===== src/rtl/axi_pkg.sv =====
// Shared AXI4 definitions: burst and response encodings, slave FSM states.
// Latency: n/a (types and a pure combinational helper only).
// Backpressure: n/a.
package axi_pkg;

  typedef enum logic [1:0] {
    BURST_FIXED = 2'b00,
    BURST_INCR  = 2'b01,
    BURST_WRAP  = 2'b10
  } burst_t;

  typedef enum logic [1:0] {
    RESP_OKAY   = 2'b00,
    RESP_EXOKAY = 2'b01,
    RESP_SLVERR = 2'b10,
    RESP_DECERR = 2'b11
  } resp_t;

  typedef enum logic [2:0] {
    IDLE,
    RD_REQ,
    RD_RESP,
    WR_DATA,
    WR_RESP,
    ERR_RESP
  } state_t;

  // Reserved burst type, beats wider than the 64-bit bus, and WRAP with a
  // beat count that is not 2/4/8/16 are all rejected.
  function automatic logic burst_legal(input logic [1:0] burst,
                                       input logic [2:0] size,
                                       input logic [7:0] len);
    logic wrap_ok;
    wrap_ok = (len == 8'd1) || (len == 8'd3) || (len == 8'd7) || (len == 8'd15);
    return (burst != 2'b11) && (size <= 3'd3) && ((burst != BURST_WRAP) || wrap_ok);
  endfunction

endpackage


===== src/rtl/axi_burst_addr.sv =====
// Next beat address for FIXED / INCR / WRAP bursts.
// Latency: combinational.
// Backpressure: none; caller decides when to take next_addr.
// Ports: addr/size/len/burst describe the current beat; next_addr is the following beat.
module axi_burst_addr
  import axi_pkg::*;
(
  input  logic [63:0] addr,
  input  logic [2:0]  size,
  input  logic [7:0]  len,
  input  logic [1:0]  burst,
  output logic [63:0] next_addr
);

  logic [63:0] step;
  logic [63:0] incr_addr;
  logic [63:0] wrap_mask;

  always_comb begin
    step      = 64'd1 << size;
    incr_addr = addr + step;
    // Wrap window is (len+1) beats of (1<<size) bytes; the mask keeps the
    // offset inside the window while the upper bits stay at the window base.
    wrap_mask = (({56'd0, len} + 64'd1) << size) - 64'd1;
    case (burst)
      BURST_INCR: next_addr = incr_addr;
      BURST_WRAP: next_addr = (addr & ~wrap_mask) | (incr_addr & wrap_mask);
      default:    next_addr = addr;
    endcase
  end

endmodule


===== src/rtl/axi_sram_slave.sv =====
// AXI4 slave in front of a single-port 64-bit SRAM, one transaction at a time.
// Latency: AR/AW ready one cycle after valid seen in IDLE; reads 2 cycles/beat, writes 1 cycle/beat.
// Backpressure: holds R/B until rready/bready; W accepted whenever wvalid in the data phase.
// Ports: AXI AR/R/AW/W/B channels (ID width ID_W), SRAM ram_en/ram_we/ram_addr/ram_wdata/ram_rdata.
module axi_sram_slave
  import axi_pkg::*;
#(
  parameter int ID_W = 4
) (
  input  logic            clk,
  input  logic            rst,
  input  logic [ID_W-1:0] arid,
  input  logic [63:0]     araddr,
  input  logic [7:0]      arlen,
  input  logic [2:0]      arsize,
  input  logic [1:0]      arburst,
  input  logic            arvalid,
  output logic            arready,
  output logic [ID_W-1:0] rid,
  output logic [63:0]     rdata,
  output logic [1:0]      rresp,
  output logic            rlast,
  output logic            rvalid,
  input  logic            rready,
  input  logic [ID_W-1:0] awid,
  input  logic [63:0]     awaddr,
  input  logic [7:0]      awlen,
  input  logic [2:0]      awsize,
  input  logic [1:0]      awburst,
  input  logic            awvalid,
  output logic            awready,
  input  logic [63:0]     wdata,
  input  logic [7:0]      wstrb,
  input  logic            wlast,
  input  logic            wvalid,
  output logic            wready,
  output logic [ID_W-1:0] bid,
  output logic [1:0]      bresp,
  output logic            bvalid,
  input  logic            bready,
  output logic            ram_en,
  output logic [7:0]      ram_we,
  output logic [63:0]     ram_addr,
  output logic [63:0]     ram_wdata,
  input  logic [63:0]     ram_rdata
);

  state_t          state_q;
  logic [ID_W-1:0] id_q;
  logic [63:0]     addr_q;
  logic [7:0]      len_q;
  logic [2:0]      size_q;
  logic [1:0]      burst_q;
  logic [7:0]      beat_q;
  logic            err_q;
  logic            is_wr_q;
  logic            rr_ptr_q;   // 0: read wins a tie, 1: write wins a tie
  logic            ar_rdy_q;
  logic            aw_rdy_q;
  logic [63:0]     next_addr;
  logic            last_beat;

  assign last_beat = (beat_q == len_q);

  axi_burst_addr u_burst_addr (
    .addr      (addr_q),
    .size      (size_q),
    .len       (len_q),
    .burst     (burst_q),
    .next_addr (next_addr)
  );

  always_ff @(posedge clk) begin
    if (rst) begin
      state_q  <= IDLE;
      beat_q   <= '0;
      err_q    <= 1'b0;
      is_wr_q  <= 1'b0;
      rr_ptr_q <= 1'b0;
      ar_rdy_q <= 1'b0;
      aw_rdy_q <= 1'b0;
    end else begin
      case (state_q)
        IDLE: begin
          if (ar_rdy_q && arvalid) begin
            id_q     <= arid;
            addr_q   <= araddr;
            len_q    <= arlen;
            size_q   <= arsize;
            burst_q  <= arburst;
            beat_q   <= '0;
            err_q    <= 1'b0;
            is_wr_q  <= 1'b0;
            ar_rdy_q <= 1'b0;
            state_q  <= burst_legal(arburst, arsize, arlen) ? RD_REQ : ERR_RESP;
          end else if (aw_rdy_q && awvalid) begin
            id_q     <= awid;
            addr_q   <= awaddr;
            len_q    <= awlen;
            size_q   <= awsize;
            burst_q  <= awburst;
            beat_q   <= '0;
            err_q    <= !burst_legal(awburst, awsize, awlen);
            is_wr_q  <= 1'b1;
            aw_rdy_q <= 1'b0;
            state_q  <= burst_legal(awburst, awsize, awlen) ? WR_DATA : ERR_RESP;
          end else if (!ar_rdy_q && !aw_rdy_q) begin
            // Grant is registered so arready/awready never depend on valid
            // combinationally; AXI guarantees valid stays up until ready.
            if (arvalid && (!awvalid || !rr_ptr_q)) begin
              ar_rdy_q <= 1'b1;
              rr_ptr_q <= 1'b1;
            end else if (awvalid) begin
              aw_rdy_q <= 1'b1;
              rr_ptr_q <= 1'b0;
            end
          end
        end
        RD_REQ: state_q <= RD_RESP;
        RD_RESP: begin
          if (rready) begin
            addr_q  <= next_addr;
            beat_q  <= beat_q + 8'd1;
            state_q <= last_beat ? IDLE : RD_REQ;
          end
        end
        WR_DATA: begin
          if (wvalid) begin
            if (wlast != last_beat) err_q <= 1'b1;
            addr_q <= next_addr;
            beat_q <= beat_q + 8'd1;
            if (last_beat) state_q <= WR_RESP;
          end
        end
        WR_RESP: begin
          if (bready) state_q <= IDLE;
        end
        ERR_RESP: begin
          // Same beat count as a legal burst, but nothing reaches the SRAM.
          if (is_wr_q ? wvalid : rready) begin
            beat_q <= beat_q + 8'd1;
            if (last_beat) state_q <= is_wr_q ? WR_RESP : IDLE;
          end
        end
        default: state_q <= IDLE;
      endcase
    end
  end

  logic rd_beat;
  logic wr_phase;

  // rst gating keeps handshakes and SRAM strobes quiet during the reset cycle
  // itself, before the state register has returned to IDLE.
  assign rd_beat   = !rst && ((state_q == RD_RESP) || (state_q == ERR_RESP && !is_wr_q));
  assign wr_phase  = !rst && ((state_q == WR_DATA) || (state_q == ERR_RESP && is_wr_q));

  assign arready   = !rst && (state_q == IDLE) && ar_rdy_q;
  assign awready   = !rst && (state_q == IDLE) && aw_rdy_q;
  assign rvalid    = rd_beat;
  assign rid       = id_q;
  assign rdata     = (state_q == RD_RESP) ? ram_rdata : 64'd0;
  assign rresp     = (state_q == ERR_RESP) ? RESP_SLVERR : RESP_OKAY;
  assign rlast     = rd_beat && last_beat;
  assign wready    = wr_phase;
  assign bvalid    = !rst && (state_q == WR_RESP);
  assign bid       = id_q;
  assign bresp     = err_q ? RESP_SLVERR : RESP_OKAY;
  assign ram_en    = !rst && ((state_q == RD_REQ) || (state_q == WR_DATA && wvalid));
  assign ram_we    = (!rst && state_q == WR_DATA && wvalid) ? wstrb : 8'h00;
  assign ram_addr  = {addr_q[63:3], 3'b000};
  assign ram_wdata = wdata;

endmodule

===== config.mk =====
export PLATFORM = sky130hd
export DESIGN_NAME = axi_sram_slave
export DESIGN_NICKNAME = d
export VERILOG_FILES = /design/src/rtl/axi_pkg.sv /design/src/rtl/axi_burst_addr.sv /design/src/rtl/axi_sram_slave.sv
export SDC_FILE = /design/constraint.sdc
export NUM_CORES = 1
export LEC_CHECK = 0
export CAP_MARGIN = 40
export CORE_AREA = 2 2 206 208
export DETAILED_ROUTE_END_ITERATION = 10
export DIE_AREA = 0 0 208 210
export DONT_BUFFER_PORTS = 1
export REMOVE_ABC_BUFFERS = 1
export SYNTH_ARGS = -nofsm -noshare
export SYNTH_HDL_FRONTEND = slang
export SYNTH_SLANG_ARGS = --single-unit

===== constraint.sdc =====
create_clock -name clk -period 3.59 [get_ports clk]
set_input_delay 0 -clock clk [delete_from_list [all_inputs] [get_ports clk]]
set_output_delay 0 -clock clk [all_outputs]
set_load 0.01 [all_outputs]

==> results_dict.tcl <==
set metrics [dict create \
    worst-path-buf-inv 3 \
    fin_crit_ns 3.39 \
    hold_viol_final 0 \
    synth_top_cell_area_share 0.251 \
    synth_compound_area_frac 0.159 \
    finalSetupViolations 0 \
    crit_path_max_fanout 26 \
    syn_to_final_growth_pct 15.0 \
    viasPerCell 5.34 \
    antenna_left 0 \
    synth-simple-area-share 0.303 \
    yosysMostFrequentCell "nand2_1" \
    hold_start "wdata[27]" \
    ir_drop_mv 0.248 \
    grt_pass1_wl_um 64000 \
    maxSlewHeadroom 0.418 \
    rrSetupSlack_ns 0.20 \
    syn-instance-count 1252 \
    worstRegToRegCells 11 \
    cp.arrival_ns 3.48 \
    route.detailed.drc 0 \
    yosys-mux-area-fraction 0.0131 \
    die-area_um2 43700 \
    ys_top_cells_by_area "edfxtp_1, buf_4, nand2_1, and2_1, nor2_1" \
    path_delay_family "compound AO/OA/AOI/OAI gates" \
    worstSetupPathType "flip-flop to flip-flop" \
    ios 525 \
    internal_power_mw 3.37 \
    path_clk_slew_ns 0.08 \
    clock-sinks 97 \
    min_path_type "input pin to primary output" \
    cp.required_ns 3.68 \
    grt_max_degree 68 \
    postSynth.asyncResetShare 0 \
    globalRouteOverflowTotal 0 \
    outcome "finished, final reports clean" \
    crit_slowest_cell "edfxtp_1" \
    power_switching_mw 2.99 \
    clk_latency_ns 0.38 \
    pwr_density_cell_nw_per_um2 571 \
    clockBufferDepth 2 \
    synth_edf_count 81 \
    clkPwrFrac 0.153 \
    rows 75 \
    synth_top_family_by_area "simple AND/OR/NAND/NOR gates" \
    ys.flop_type "edfxtp_1" \
    critPathMostFrequentCell "nor2_1" \
    fmax_mhz 295 \
    gp_congestion 0.965 \
    drtPass1Iterations 6 \
    fin_hold_ws_ns 0.0000411 \
    finalCritPeriodShare 0.944 \
    wl_per_cell_um 25.7 \
    syn_area_um2 9680 \
    synthDistinctLibCells 76 \
    synth_area_leader_cell "edfxtp_1" \
    synth_xor_area_frac 0.0787 \
    tritoncts "yes" \
    seqPwrFrac 0.378 \
    die_w_um 208 \
    combinationalPowerShare 0.468 \
    fin_setup_tns_ns 0 \
    yosys.area_share.adder 0.0176 \
    p_leak_nw 3.96 \
    synth.avg_cell_area_um2 7.73 \
    min_delay_worst_endpoint "ram_wdata[27]" \
    dr.first_iter.drc_count 771 \
    hold-path-cell-count 0 \
    yosysSeqAreaShare 0.284 \
    core-area_um2 41500 \
    cp_cell_sequence "buf_6, mux2i_1, nor2_1, a2111o_1, o221ai_1, nor3b_1, nand3b_1, o21a_1, buf_12, nor2_1, buf_4" \
    finalNetCount 1553 \
    p_sw_frac 0.470 \
    die_y_um 210 \
    drive_above_1_share 0.0872 \
    end_kind "flip-flop" \
    worst_setup_path_start_kind "flip-flop" \
    slowest_delay_ns 0.44 \
    io_buffers 0 \
    htreeDepth 3 \
    vias 9507 \
    root_buffer "clkbuf_16" \
    start_util 0.233 \
    drv_cap 0 \
    synth_commonest_cells "nand2_1, buf_4, nor2_1" \
    numCtsBuffers 9 \
    synth-seq-cells 97 \
    hpwl_um 36200 \
    rsz0062_at_grt "false" \
    grt_use_total 0.201 \
    grt_pass1_vias 8944 \
    drv_slew 0 \
    antenna_found_initial 16 \
    final.fill_count 4467 \
    yosys_warnings 0 \
    tightest_slew_ns 0.873 \
    worstReg2RegStart "size_q[0]" \
    routed_wl_um 45700 \
    finalClockSkew_ns 0.0184 \
]
kinds of logic after synthesis:
family	after synthesis
and+or+nand+nor	602
muxes	12
adders and majority gates	13
buffers and inverters	226
xor gates and xnor gates	87
DFF	97
other	1
AOI/OAI and AO/OA	214
layer usage:
metal / routed length, µm / share of wire / vias to the layer above / GRT usage
met5: 328 / 0.0072 / - / 0.0445
met4: 1290 / 0.028 / 6 / 0.0597
met3: 5090 / 0.11 / 107 / 0.0855
met2: 21300 / 0.47 / 640 / 0.328
met1: 17700 / 0.39 / 4510 / 0.237
li1: - / - / 4244 / -
cell usage in the layout, fill, tap and decap left out, types with 6 or more instances in the layout:
master	count
nor2_1	114
and4_1	11
xnor2_1	48
inv_1	11
nand2_1	220
nor3_1	25
nand2b_1	8
ha_1	12
nor4_1	12
nor2b_1	9
clkbuf_16	9
o221ai_1	6
o31a_1	6
or3_1	6
edfxtp_1	81
o21ai_0	24
mux2i_1	10
nand3_1	39
and3_1	22
dfxtp_1	16
a21oi_1	65
buf_4	50
nand4_1	27
xor2_1	39
a311oi_2	6
nand3b_1	6
a211oi_1	11
dlygate4sd3_1	125
a311oi_1	27
and2_1	73
o21a_1	7
power groups by stage:
| stage | Sequential [mW] | Combinational [mW] | Clock [mW] |
|---|---|---|---|
| 6_report | 2.41 | 2.98 | 0.975 |
| 3_3_place_gp | 2.42 | 2.72 | 0 |
| 5_1_grt | 2.45 | 3.26 | 1.03 |
| 3_5_place_dp | 2.43 | 2.76 | 0 |
| 4_1_cts | 2.40 | 2.94 | 0.999 |
| 2_1_floorplan | 2.21 | 1.89 | 0 |
what timing repair did:
action	4_1_cts	5_1_grt
setup buffers	0	5
hold buffers	124	1
hold endpoints to repair	71	1
resized for setup	0	15
setup endpoints to repair	0	84
area by class of cell:
type	count	area, µm²	share of cell area
clock buffers	10	229	0.0206
clock inverters	5	40.0	0.00360
inverters	13	48.8	0.00438
multi-input cells	933	5660	0.508
repair buffers	180	1720	0.154
well taps	539	674	0.0606
flip-flops and latches	97	2750	0.247
diodes	5	12.5	0.00112
worst max-delay path by stage:
stage,start,end,slack [ns],depth (start not counted)
floorplan,state_q[1],flip-flop,-2.30,3
detailed placement,size_q[0],flip-flop,0.10,12
CTS,size_q[0],flip-flop,0.06,12
global route,size_q[0],flip-flop,0.01,16
global placement,size_q[0],flip-flop,0.14,11
finish,size_q[0],flip-flop,0.20,11
metrics by stage:
| step | worst slack [ns] | power, mW | util | instance area [µm²] | instances |
|---|---|---|---|---|---|
| 2_1_floorplan | -2.30 | 4.10 | - | 8350 | 1043 |
| 3_3_place_gp | 0.137 | 5.14 | 0.229 | 9490 | 1631 |
| 3_5_place_dp | 0.103 | 5.19 | 0.229 | 9490 | 1632 |
| 4_1_cts | 0.0636 | 6.35 | 0.265 | 11000 | 1771 |
| 5_1_grt | 0.0105 | 6.74 | 0.268 | 11100 | 1782 |
| 6_report | 0.201 | 6.36 | 0.268 | 11100 | 1782 |
Note: power is estimated with default switching activity, not from simulation.
